**src/rtl/seg_scan_decoder_if.sv**
```systemverilog
// Multiplexed seven-segment display bus: active-low segment and anode lines.
// The scanner drives this bus as master and the decoder observes it as slave.
interface seg_scan_decoder_if;
    logic [6:0] seg;
    logic [7:0] an;

    modport master (output seg, output an);
    modport slave  (input  seg, input  an);
endinterface

```
**src/rtl/seg_scan_decoder.sv**
```systemverilog
// Rebuilds the six BCD digits shown on the scanned 8-anode display and checks the scan.
// Optional SEG_DEC_ERR_CNT_EN adds a saturating fault counter output err_cnt.
module seg_scan_decoder (
    input  logic                clk,
    input  logic                rst_n,
    seg_scan_decoder_if.slave   bus,
    output logic [3:0]          uni,
    output logic [3:0]          dec,
    output logic [3:0]          cent,
    output logic [3:0]          unir,
    output logic [3:0]          decr,
    output logic [3:0]          centr,
    output logic                frame_valid,
    output logic                locked,
    output logic                err,
    output logic [1:0]          err_code
`ifdef SEG_DEC_ERR_CNT_EN
    ,
    output logic [7:0]          err_cnt
`endif
);

    typedef enum logic [0:0] {IDLE = 1'b0, SCAN = 1'b1} state_t;

    localparam logic [6:0] DASH_PAT = 7'b0111111;

    // Returns {valid, digit}; the "X" glyph decodes to 4'hE.
    function automatic logic [4:0] decode_seg(input logic [6:0] pat);
        logic [4:0] res;
        case (pat)
            7'b1000000: res = {1'b1, 4'd0};
            7'b1111001: res = {1'b1, 4'd1};
            7'b0100100: res = {1'b1, 4'd2};
            7'b0110000: res = {1'b1, 4'd3};
            7'b0011001: res = {1'b1, 4'd4};
            7'b0010010: res = {1'b1, 4'd5};
            7'b0000010: res = {1'b1, 4'd6};
            7'b1111000: res = {1'b1, 4'd7};
            7'b0000000: res = {1'b1, 4'd8};
            7'b0010000: res = {1'b1, 4'd9};
            7'b0001001: res = {1'b1, 4'hE};
            default:    res = {1'b0, 4'd0};
        endcase
        return res;
    endfunction

    logic [6:0] seg_q_r;
    logic [7:0] an_q_r;
    state_t     state_r, next_state_s;
    logic [2:0] exp_r, exp_nxt_s;
    logic [2:0] prev_r, prev_nxt_s;
    logic [3:0] shadow_r [0:6];

    logic [2:0] zero_cnt_s;
    logic [2:0] pos_s;
    logic       blank_s, pos_ok_s, pat_bad_s;
    logic [4:0] dec_s;
    logic       store_s, publish_s, fault_s;
    logic [1:0] code_s;

    // Classify the registered sample: blank, single position, or multi-anode.
    always_comb begin
        zero_cnt_s = 3'd0;
        pos_s      = 3'd0;
        for (int k = 0; k < 7; k++) begin
            zero_cnt_s = zero_cnt_s + {2'b00, ~an_q_r[k]};
            pos_s      = an_q_r[k] ? pos_s : 3'(k);
        end
        blank_s   = (an_q_r == 8'hFF);
        pos_ok_s  = an_q_r[7] && (zero_cnt_s == 3'd1);
        dec_s     = decode_seg(seg_q_r);
        pat_bad_s = (pos_s == 3'd3) ? (seg_q_r != DASH_PAT) : ~dec_s[4];
    end

    // Next-state and action decode; faults always fall back to IDLE.
    always_comb begin
        next_state_s = state_r;
        exp_nxt_s    = exp_r;
        prev_nxt_s   = prev_r;
        store_s      = 1'b0;
        publish_s    = 1'b0;
        fault_s      = 1'b0;
        code_s       = 2'd0;
        if (!blank_s && !pos_ok_s) begin
            fault_s      = 1'b1;
            code_s       = 2'd2;
            next_state_s = IDLE;
            exp_nxt_s    = 3'd0;
        end else if (blank_s) begin
            next_state_s = IDLE;
            exp_nxt_s    = 3'd0;
        end else if (pat_bad_s) begin
            fault_s      = 1'b1;
            code_s       = 2'd1;
            next_state_s = IDLE;
            exp_nxt_s    = 3'd0;
        end else begin
            case (state_r)
                IDLE: begin
                    if (pos_s == 3'd0) begin
                        store_s      = 1'b1;
                        exp_nxt_s    = 3'd1;
                        prev_nxt_s   = 3'd0;
                        next_state_s = SCAN;
                    end else begin
                        next_state_s = IDLE;
                    end
                end
                SCAN: begin
                    if (pos_s == prev_r) begin
                        store_s = 1'b1;
                    end else if (pos_s == exp_r) begin
                        store_s    = 1'b1;
                        prev_nxt_s = pos_s;
                        if (pos_s == 3'd6) begin
                            publish_s = 1'b1;
                            exp_nxt_s = 3'd0;
                        end else begin
                            exp_nxt_s = exp_r + 3'd1;
                        end
                    end else begin
                        fault_s      = 1'b1;
                        code_s       = 2'd3;
                        next_state_s = IDLE;
                        exp_nxt_s    = 3'd0;
                    end
                end
                default: begin
                    next_state_s = IDLE;
                    exp_nxt_s    = 3'd0;
                end
            endcase
        end
    end

    // State, input capture, shadow digits and registered outputs.
    always_ff @(posedge clk) begin
        if (!rst_n) begin
            seg_q_r     <= 7'h7F;
            an_q_r      <= 8'hFF;
            state_r     <= IDLE;
            exp_r       <= 3'd0;
            prev_r      <= 3'd0;
            for (int i = 0; i < 7; i++) shadow_r[i] <= 4'd0;
            uni         <= 4'd0;
            dec         <= 4'd0;
            cent        <= 4'd0;
            unir        <= 4'd0;
            decr        <= 4'd0;
            centr       <= 4'd0;
            frame_valid <= 1'b0;
            err         <= 1'b0;
            err_code    <= 2'd0;
`ifdef SEG_DEC_ERR_CNT_EN
            err_cnt     <= 8'd0;
`endif
        end else begin
            seg_q_r     <= bus.seg;
            an_q_r      <= bus.an;
            state_r     <= next_state_s;
            exp_r       <= exp_nxt_s;
            prev_r      <= prev_nxt_s;
            frame_valid <= publish_s;
            err         <= fault_s;
            if (store_s && (pos_s != 3'd3)) shadow_r[pos_s] <= dec_s[3:0];
            // Position 6 arrives with the publish, so it bypasses the shadow.
            if (publish_s) begin
                uni   <= shadow_r[0];
                dec   <= shadow_r[1];
                cent  <= shadow_r[2];
                unir  <= shadow_r[4];
                decr  <= shadow_r[5];
                centr <= dec_s[3:0];
            end
            if (fault_s) err_code <= code_s;
`ifdef SEG_DEC_ERR_CNT_EN
            if (fault_s && (err_cnt != 8'hFF)) err_cnt <= err_cnt + 8'd1;
`endif
        end
    end

    assign locked = (state_r == SCAN);

endmodule

```
**src/flat_wrapper.sv**
```systemverilog
// flat-port wrapper written by rule: the top's interface ports become plain ports
module seg_scan_decoder_flat 
  (clk, rst_n, uni, dec, cent, unir, decr, centr, frame_valid, locked, err, err_code, bus_seg, bus_an);
  seg_scan_decoder_if bus_i ();
  input  logic clk;
  input  logic rst_n;
  output logic [3:0] uni;
  output logic [3:0] dec;
  output logic [3:0] cent;
  output logic [3:0] unir;
  output logic [3:0] decr;
  output logic [3:0] centr;
  output logic frame_valid;
  output logic locked;
  output logic err;
  output logic [1:0] err_code;
  input wire logic [$bits(bus_i.seg)-1:0] bus_seg;
  input wire logic [$bits(bus_i.an)-1:0] bus_an;
  assign bus_i.seg = bus_seg;
  assign bus_i.an = bus_an;
  seg_scan_decoder u_core (.clk(clk), .rst_n(rst_n), .bus(bus_i), .uni(uni), .dec(dec), .cent(cent), .unir(unir), .decr(decr), .centr(centr), .frame_valid(frame_valid), .locked(locked), .err(err), .err_code(err_code));
endmodule
```
**config.mk**
```make
export PLATFORM = sky130hd
export DESIGN_NAME = seg_scan_decoder_flat
export DESIGN_NICKNAME = d
export VERILOG_FILES = /design/src/rtl/seg_scan_decoder_if.sv /design/src/rtl/seg_scan_decoder.sv /design/src/flat_wrapper.sv
export SDC_FILE = /design/constraint.sdc
export NUM_CORES = 1
export LEC_CHECK = 0
export BUFFER_PORTS_ARGS = -buffer_cell sky130_fd_sc_hd__clkbuf_2
export CORE_MARGIN = 2
export CORE_UTILIZATION = 35
export DETAILED_ROUTE_END_ITERATION = 7
export RECOVER_POWER = 100
export SETUP_SLACK_MARGIN = 0.4
export SYNTH_ARGS = -nofsm -noshare
export SYNTH_HDL_FRONTEND = slang
export SYNTH_SLANG_ARGS = --single-unit
```
**constraint.sdc**
```tcl
create_clock -name clk -period 9.6 [get_ports clk]
set_clock_uncertainty 0.2 [all_clocks]
set_input_delay 2.88 -clock clk [delete_from_list [all_inputs] [get_ports clk]]
set_output_delay 2.88 -clock clk [all_outputs]
set_load 0.03 [all_outputs]
```
; Word level (Yosys, flattened, before mapping)
; Memories as Yosys holds them, arrays and structs flattened. A register that Yosys moved wholly into a read port is not among the register bits.
; Cells that the tools add are included.
[classes]
n_bitwise = 13
n_addsub = 7
eq_ne = 21
n_mux = 50
n_reduce_logical = 16
[ops]
columns = cell, n
row1 = $pmux W5 S11, 1
row2 = $mux W3, 13
row3 = $mux W1, 26
row4 = $eq A7 B5 Y1 const B, 3
row5 = $eq A7 B7 Y1 const B, 3
row6 = $add A3 B1 Y3, 5
row7 = $eq A7 B6 Y1 const B, 2
row8 = $not A1 Y1, 13
row9 = $mux W2, 6
row10 = $pmux W3 S2, 2
row11 = $eq A8 B8 Y1 const B, 1
row12 = $reduce_or A4 Y1, 2
row13 = $eq A7 B2 Y1 const B, 1
row14 = $eq A7 B4 Y1 const B, 1
row15 = $logic_not A1 Y1, 7
row16 = $logic_not A7 Y1, 1
row17 = $ne A7 B6 Y1 const B, 1
row18 = $eq A3 B3 Y1, 2
row19 = $reduce_and A6 Y1, 1
row20 = $mux W4, 1
row21 = $ne A2 B2 Y1 const B, 2
row22 = $add A3 B1 Y3 const B, 1
row23 = $eq A3 B1 Y1 const B, 1
row24 = $eq A3 B2 Y1 const B, 1
row25 = 8 further kinds, 10
[totals]
regBits = 30
elab_cells = 117
memories = 1
mem_bits_rw = 28
input_bits = 17
out_inout_bits = 29
[memory_table]
columns = memory, depth, width, read_ports, rd_clocked_by_memory_dff, wr, line_no
row1 = u_core.shadow_r, 7, 4, 5, 5, 7, seg_scan_decoder.sv:52  ; logic [3:0] shadow_r [0:6];

; Depth between registers and ports, before layout
; Gate-level depths: netlist of the first run.
[logic_depth]
word_depth = 19
ltp_mapped = 14
ltp_nobuf = 13

; Worst setup path before layout of the first run
; No wires, ideal clock.
[synth_timing]
path_kind = input port to flip-flop
start = in rst_n
end = mem u_core.shadow_r[0][0], enable pin
setup_ps = 302
t_required_ps = 9098
arrival_ps = 3641
path_slack_ps = 5457
path_buffers = 2
cell_stages = 3
cell_sequence = clkbuf_1 buf_1 o21ai_0
[synth_rtl]
columns = item, line_no
row1 = start: declaration, flat_wrapper.sv:6  ; input logic rst_n;
row2 = end: declaration, seg_scan_decoder.sv:52

==> results.txt, run 1 <==
----------------------------------------------------
[Routing]
  Antenna violation net count after detailed routing ... 0
  Via Count ... 2431
  Wire length reported by the detailed router ... 6.563 mm
  Drt drc ... 0
  Count of TritonRoute iterations in the first routing pass ... 4
  First-iteration detailed-routing DRC count ... 124
  Detailed-route vias per instance ... 5.054
  Wire per inst ... 13.64 um

[Critical path]
  Data required time of the worst path ... 9.56 ns
  Kind of end point of the critical path ... register
  Crit. Startpoint ... rst_n
  Worst Path Arrival ... 5.82 ns
  Largest fanout of any net on the critical path ... 34
  Worst Setup Path Type ... primary input to register
  R2R Setup Slk ... 4.01 ns
  Reg2reg start ... u_core.an_q_r[6]$_SDFF_PN1_
  Crit start category ... primary input

[Layout]
  Count of antenna diodes in the layout ... 0
  Syn-to-layout area delta ... 14.05%
  Fraction of layout cells with a size suffix above 1 ... 12.60%
  Combined area of the multi-input logic cells ... 1410 um2
  Net count of the finished layout ... 393
  Filler Cells Inserted ... 893
  Storage element area ... 1602 um2

[Pwr]
  Power per unit of standard cell area ... 175.3 nW/um2
  Peak ir drop on the vdd network ... 0.06936 mV
  Leakage ... 1.304 nW
  Total design power ... 0.6338 mW

[Global route]
  GRT Resource Usage Total ... 13.73%
  Antenna violations before repair ... 0
  Overflow left after global routing ... 0
  Global-route wire length before repair ... 10.84 mm
  Number of global-route vias before repair ... 2268
  Pin count of the biggest net entering global routing ... 35

[Placement]
  Dpl hpwl ... 4.485 mm
  IO Port Bufs ... 45
  Final GP Congestion ... 0.8031

[Timing]
  Worst Max-Slew Pin Slew ... 2.044 ns
  Crit path time final ... 5.863 ns
  F_max ... 0.1706 GHz
  Hold violation count in the final report ... 0
  Share of the clock period used by the worst path after layout ... 61.07%
  Unrepaired setup endpoints after global routing ... false
  Final Setup Violations ... 0
  Final Max Slew Viols ... 17
  Normalized max-slew margin ... -37.74%
  TNS Setup ... 0 ns

[Logic synthesis]
  Dominant combinational cell family by area after synthesis ... simple AND/OR/NAND/NOR gates
  Flip-flop and latch count after synthesis ... 70
  Post-synthesis share of cell area spent on and, or, nand and nor gates ... 26.33%
  Synth async-reset ratio ... 0%
  Seq/Total Area, Yosys ... 50.53%
  Area share of xor/xnor cells in the synthesized design ... 1.658%
  Unique masters post-synth ... 53
  Synthesized-area fraction occupied by ao, oa, aoi and oai cells ... 13.03%
  Post-Syn Area per Cell ... 9.604 um2
  Main flop type after synthesis ... dfxtp_1
  Number of nets in the synthesized netlist ... 355
  Summed instance area of the synthesized netlist ... 3169 um2
  Total number of yosys warnings ... 0
  Mux cell area share after synthesis ... 0%
  Arithmetic-cell share of the synthesized area counting full adders, half adders and majority gates ... 3.869%
  Post-synthesis cell count ... 330
  Number of flops mapped to enable cells by yosys ... 20

[Run]
  Max Cap Violations ... 1

[Clock tree]
  Post-CTS sizing ... 0
  Sinks on the clock net ... 70
  Inserted Clock Buffers ... 9
  Number of buffers inserted by hold repair at cts ... 0
  TritonCTS clock tree ... yes
  Clock latency of the later-clocked register in the worst-skew pair ... 0.34 ns
  CTS clock-pin slew for the worst setup and hold paths ... 0.08 ns
  Post-CTS setup buffers ... 0
  Cell at the root of the clock tree ... clkbuf_8
  Buffer depth of the longest clock path ... 2
  # H-tree levels ... 3

[Floorplan]
  Die Y ... 99.16 um
  # rows ... 34
  I/O pin cnt ... 46
  Initial core utilization ... 36.17%
  Area of the core ... 8763 um2
  Die width ... 99.16 um
  Area of the die ... 9833 um2

[Worst hold path]
  Worst min-delay path category ... register to register
  Hold path startpoint ... u_core.cent[0]$_SDFFE_PN0P_

[Outcome]
  Failing checks ... capacitance limit, slew limit
  Status ... complete, but fails checks

----------------------------------------------------
routing by layer:
metal  wire, um  share of wire [%]  vias up  global-route usage [%]
met5          0                  0        -                       0
met4         48               0.73        0                   4.320
met3        306                4.7        5                   4.357
met2       3065                 47       54                   22.04
met1       3142                 48     1132                   17.70
li1           -                  -     1240                       -
stage by stage:
step / cells / hold WS [ns] / worst slack [ns] / util [%] / area [um2]
after CTS: 481 / 0.2556 / 4.548 / 41.88 / 3670
final: 481 / 0.2526 / 3.737 / 41.25 / 3615
after floorplan: 330 / 0.2481 / 5.457 / - / 3169
after global placement: 465 / 0.2419 / 4.295 / 39.32 / 3446
after global routing: 481 / 0.2716 / 3.429 / 41.25 / 3615
after detailed placement: 465 / 0.2457 / 4.175 / 39.32 / 3446
where the power goes:
group	internal, mW	switching [mW]	total, mW
logic	0.0187	0.0357	0.0544
registers	0.312	0.00791	0.320
clock network	0.145	0.115	0.260
total	0.475	0.159	0.634
final timing paths:
check	cells past startpoint	endpoint
hold reg to reg	2	u_core.cent[0]$_SDFFE_PN0P_
setup / recovery	4	u_core.shadow_r[4][1]$_SDFFCE_PN0P_
hold / removal	2	u_core.cent[0]$_SDFFE_PN0P_
setup reg to reg	10	u_core.shadow_r[5][2]$_DFFE_PP_
layout make-up:
type / count / share of cell area (%)
Tap cell: 108 / 3.738
Clock inverter: 5 / 1.696
Inverter: 13 / 1.350
Sequential cell: 70 / 44.31
Multi-Input combinational cell: 228 / 39.01
Timing Repair Buffer: 46 / 5.400
Clock buffer: 11 / 4.500
placed cells by master (no fill, tap or decap), drive strengths merged, types with 2 or more instances in the layout:
cell,netlist,final
nor2,14,14
xor2,2,2
o21ai,8,8
nand4,5,5
xnor2,4,4
nor2b,2,2
o31ai,7,7
ha,5,5
clkbuf,7,56
o2bb2ai,2,2
or4,2,2
or3,5,5
o21a,2,2
nand3,10,10
nor4,16,16
fa,3,3
nand2,54,54
and2,3,3
nand2b,21,21
nor3,11,11
a21oi,27,27
inv,12,14
dfxtp,50,50
a21o,2,2
a211oi,2,2
o41ai,2,2
edfxtp,20,20
a31oi,3,3
or2,3,3
clkinv,1,3
state kept, by name (all words and copies together) (netlist names):
signal              cells
u_core.err_code         2
u_core.unir             4
u_core.locked           1
u_core.uni              4
u_core.cent             4
u_core.exp_r            3
u_core.prev_r           3
u_core.centr            4
u_core.err              1
u_core.dec              4
u_core.an_q_r           8
u_core.seg_q_r          7
u_core.decr             4
u_core.frame_valid      1
u_core.shadow_r        20
cell usage after synthesis, types with 6 or more instances:
cell type | instances | share of area, %
a21oi_1 | 27 | 4.3
buf_2 | 8 | 1.3
clkbuf_1 | 7 | 0.83
dfxtp_1 | 50 | 32
edfxtp_1 | 20 | 19
inv_1 | 11 | 1.3
nand2_1 | 54 | 6.4
nand2b_1 | 21 | 4.1
nand3_1 | 10 | 1.6
nor2_1 | 12 | 1.4
nor3_1 | 11 | 1.7
nor4_1 | 11 | 2.2
o21ai_0 | 6 | 0.95
o31ai_1 | 7 | 1.7
logic make-up after synthesis:
| kind of cell | Yosys count |
|---|---|
| AND/OR/NAND/NOR | 151 |
| flip-flops | 70 |
| AO/OA/AOI/OAI | 63 |
| buffers and inverters | 32 |
| adder cells (fa/ha/maj) | 8 |
| XOR/XNOR | 6 |
worst max-delay path: stages:
cell	delay [ns]
clkbuf_1	0.99
clkinv_1	1.08
or3_1	0.68
nor3_1	0.17
No activity file was read; power rests on OpenSTA's default activity.
==> run 2: changes to the inputs <==
- clock period: 9.6 -> 6 ns (I/O delays scaled with it)
==> run 2 against run 1 <==
Against the previous run: the flow still finishes with violations (capacitance limit, slew limit); critical path depth grew 6; via count grew 0.41%; cell count grew 0.21%; count of clock-buffer cells in the layout is the same; first-iteration DRC count shrank 7.3%; largest cell class unchanged; flip-flop and latch count is the same; clock power grew 61%; setup slack lost 2.6 ns; design area shrank 0.10%.
==> results.txt, run 2 (same netlist as run 1, synthesis figures left out) <==
----------------------------------------------------
[Outcome]
  Status ... complete, but fails checks
  Failing checks ... capacitance limit, slew limit

[Floorplan]
  Die width ... 99.16 um
  # rows ... 34
  Area of the core ... 8763 um2
  Die Y ... 99.16 um
  I/O pin cnt ... 46
  Initial core utilization ... 36.17%
  Area of the die ... 9833 um2

[Run]
  Max Cap Violations ... 1

[Global route]
  Antenna violations before repair ... 0
  Global-route wire length before repair ... 10.94 mm
  Number of global-route vias before repair ... 2271
  Overflow left after global routing ... 0
  Pin count of the biggest net entering global routing ... 35
  GRT Resource Usage Total ... 14.16%

[Timing]
  Final Setup Violations ... 0
  Worst Max-Slew Pin Slew ... 1.906 ns
  F_max ... 0.2073 GHz
  Hold violation count in the final report ... 0
  TNS Setup ... 0 ns
  Share of the clock period used by the worst path after layout ... 80.38%
  Worst hold slack across all endpoints ... 0.2509 ns
  Final Max Slew Viols ... 17
  Normalized max-slew margin ... -28.42%
  Crit path time final ... 4.823 ns
  Unrepaired setup endpoints after global routing ... false

[Routing]
  Wire per inst ... 13.54 um
  Drt drc ... 0
  Via Count ... 2441
  Antenna violation net count after detailed routing ... 0
  Count of TritonRoute iterations in the first routing pass ... 4
  Wire length reported by the detailed router ... 6.526 mm
  Detailed-route vias per instance ... 5.064
  First-iteration detailed-routing DRC count ... 115

[Worst hold path]
  Hold path startpoint ... u_core.cent[0]$_SDFFE_PN0P_
  Worst min-delay path category ... register to register

[Critical path]
  Crit. Startpoint ... u_core.an_q_r[6]$_SDFF_PN1_
  Largest stage delay on the critical path ... 1.03 ns
  Kind of end point of the critical path ... register
  Reg2reg start ... u_core.an_q_r[6]$_SDFF_PN1_
  Data required time of the worst path ... 6.04 ns
  Most prevalent standard cell on the critical path ... fa_1
  Critical Path, Cell by Cell ... inv_1 > fa_1 > fa_1 > ha_1 > inv_1 > fa_1 > nand3_1 > nor2_1 > nand4_1 > o31ai_1
  Largest fanout of any net on the critical path ... 28
  Worst Setup Path Type ... register to register
  Worst Path Arrival ... 4.86 ns
  Crit start category ... register
  Crit-path slowest cell ... nand4_1

[Layout]
  Top flop regs ... u_core.shadow_r (20), u_core.an_q_r (8), u_core.seg_q_r (7)
  Core utilization of the finished layout ... 41.21%
  Syn-to-layout area delta ... 13.94%
  Most common cell after layout, fill and taps aside ... nand2_1
  Max FFs per register ... 20
  Net count of the finished layout ... 394
  Top reg by flops ... u_core.shadow_r
  Commonest cells after routing, fill and taps aside ... nand2_1, dfxtp_1, clkbuf_1
  Fraction of layout cells with a size suffix above 1 ... 12.03%
  Count of antenna diodes in the layout ... 0
  Filler Cells Inserted ... 895
  Non-Filler Cell Area, Final ... 3611 um2

[Clock tree]
  Inserted Clock Buffers ... 9
  CTS clock-pin slew for the worst setup and hold paths ... 0.08 ns
  Number of buffers inserted by hold repair at cts ... 0
  TritonCTS clock tree ... yes
  Post-CTS sizing ... 0
  Clock latency of the later-clocked register in the worst-skew pair ... 0.36 ns
  Sinks on the clock net ... 70
  Post-CTS setup buffers ... 0
  Cell at the root of the clock tree ... clkbuf_8
  # H-tree levels ... 3
  Buffer depth of the longest clock path ... 2

[Pwr]
  Leakage ... 1.281 nW
  Peak ir drop on the vdd network ... 0.1030 mV
  Power per unit of standard cell area ... 281.6 nW/um2

[Placement]
  Area after detailed placement ... 3453 um2
  Dpl hpwl ... 4.572 mm
  Final GP Congestion ... 0.7899
  IO Port Bufs ... 45

----------------------------------------------------
==> run 2: changes by cell type in the layout (fill, tap and decap cells not counted), sizes merged <==
cell	delta
inv	-1
clkinvlp	+2
clkinv	-1
clkbuf	+2
buf	-1
==> run 2: layout make-up <==
| cell class | count | area, um2 | share of cell area (%) |
|---|---|---|---|
| clock inverter | 5 | 62.56 | 1.733 |
| tap | 108 | 135.1 | 3.742 |
| sequential | 70 | 1602 | 44.35 |
| timing repair buffer | 47 | 195.2 | 5.405 |
| clock buffer | 11 | 162.7 | 4.505 |
| multi-input combinational | 228 | 1405 | 38.91 |
| inverter | 13 | 48.80 | 1.351 |
==> run 2: power breakdown <==
part	switching [mW]	internal (mW)	leakage, nW
combinational	0.0570	0.0300	0.562
clock	0.189	0.231	0.107
sequential	0.0118	0.499	0.612
total	0.258	0.759	1.28
==> run 2: path summary, 6_finish.rpt <==
| check | to | slack (ns) | cells past startpoint |
|---|---|---|---|
| max | u_core.centr[1]$_SDFFE_PN0P_ | 1.18 | 10 |
| min reg2reg | u_core.cent[0]$_SDFFE_PN0P_ | 0.25 | 2 |
| max reg2reg | u_core.centr[1]$_SDFFE_PN0P_ | 1.18 | 10 |
| min | u_core.cent[0]$_SDFFE_PN0P_ | 0.25 | 2 |
==> run 2: critical path: cells and delay by family, from the launching register on <==
| family | cells | cell delay [ns] |
|---|---|---|
| and+or+nand+nor | 3 | 1.59 |
| buffers and inverters | 2 | 0.24 |
| adders and majority gates | 4 | 1.62 |
| AOI/OAI and AO/OA | 1 | 0.56 |
| DFF | 1 | 0.46 |
==> run 2: metal layers <==
layer  global-route usage [%]  up-vias  wire [um]
met2                    20.17       80       2776
met1                    19.10     1096       3122
met3                    4.216       17        420
met4                    8.114        0        207
li1                         -     1248          -
met5                        0        -          0
==> run 2: through the flow <==
stage	total power, mW	setup WS [ns]	cells
after detailed placement	0.6124	1.509	466
final	1.017	1.177	482
after global placement	0.6110	1.659	466
after CTS	1.033	1.500	482
after global routing	1.061	0.6680	482
after floorplan	0.5887	2.013	330
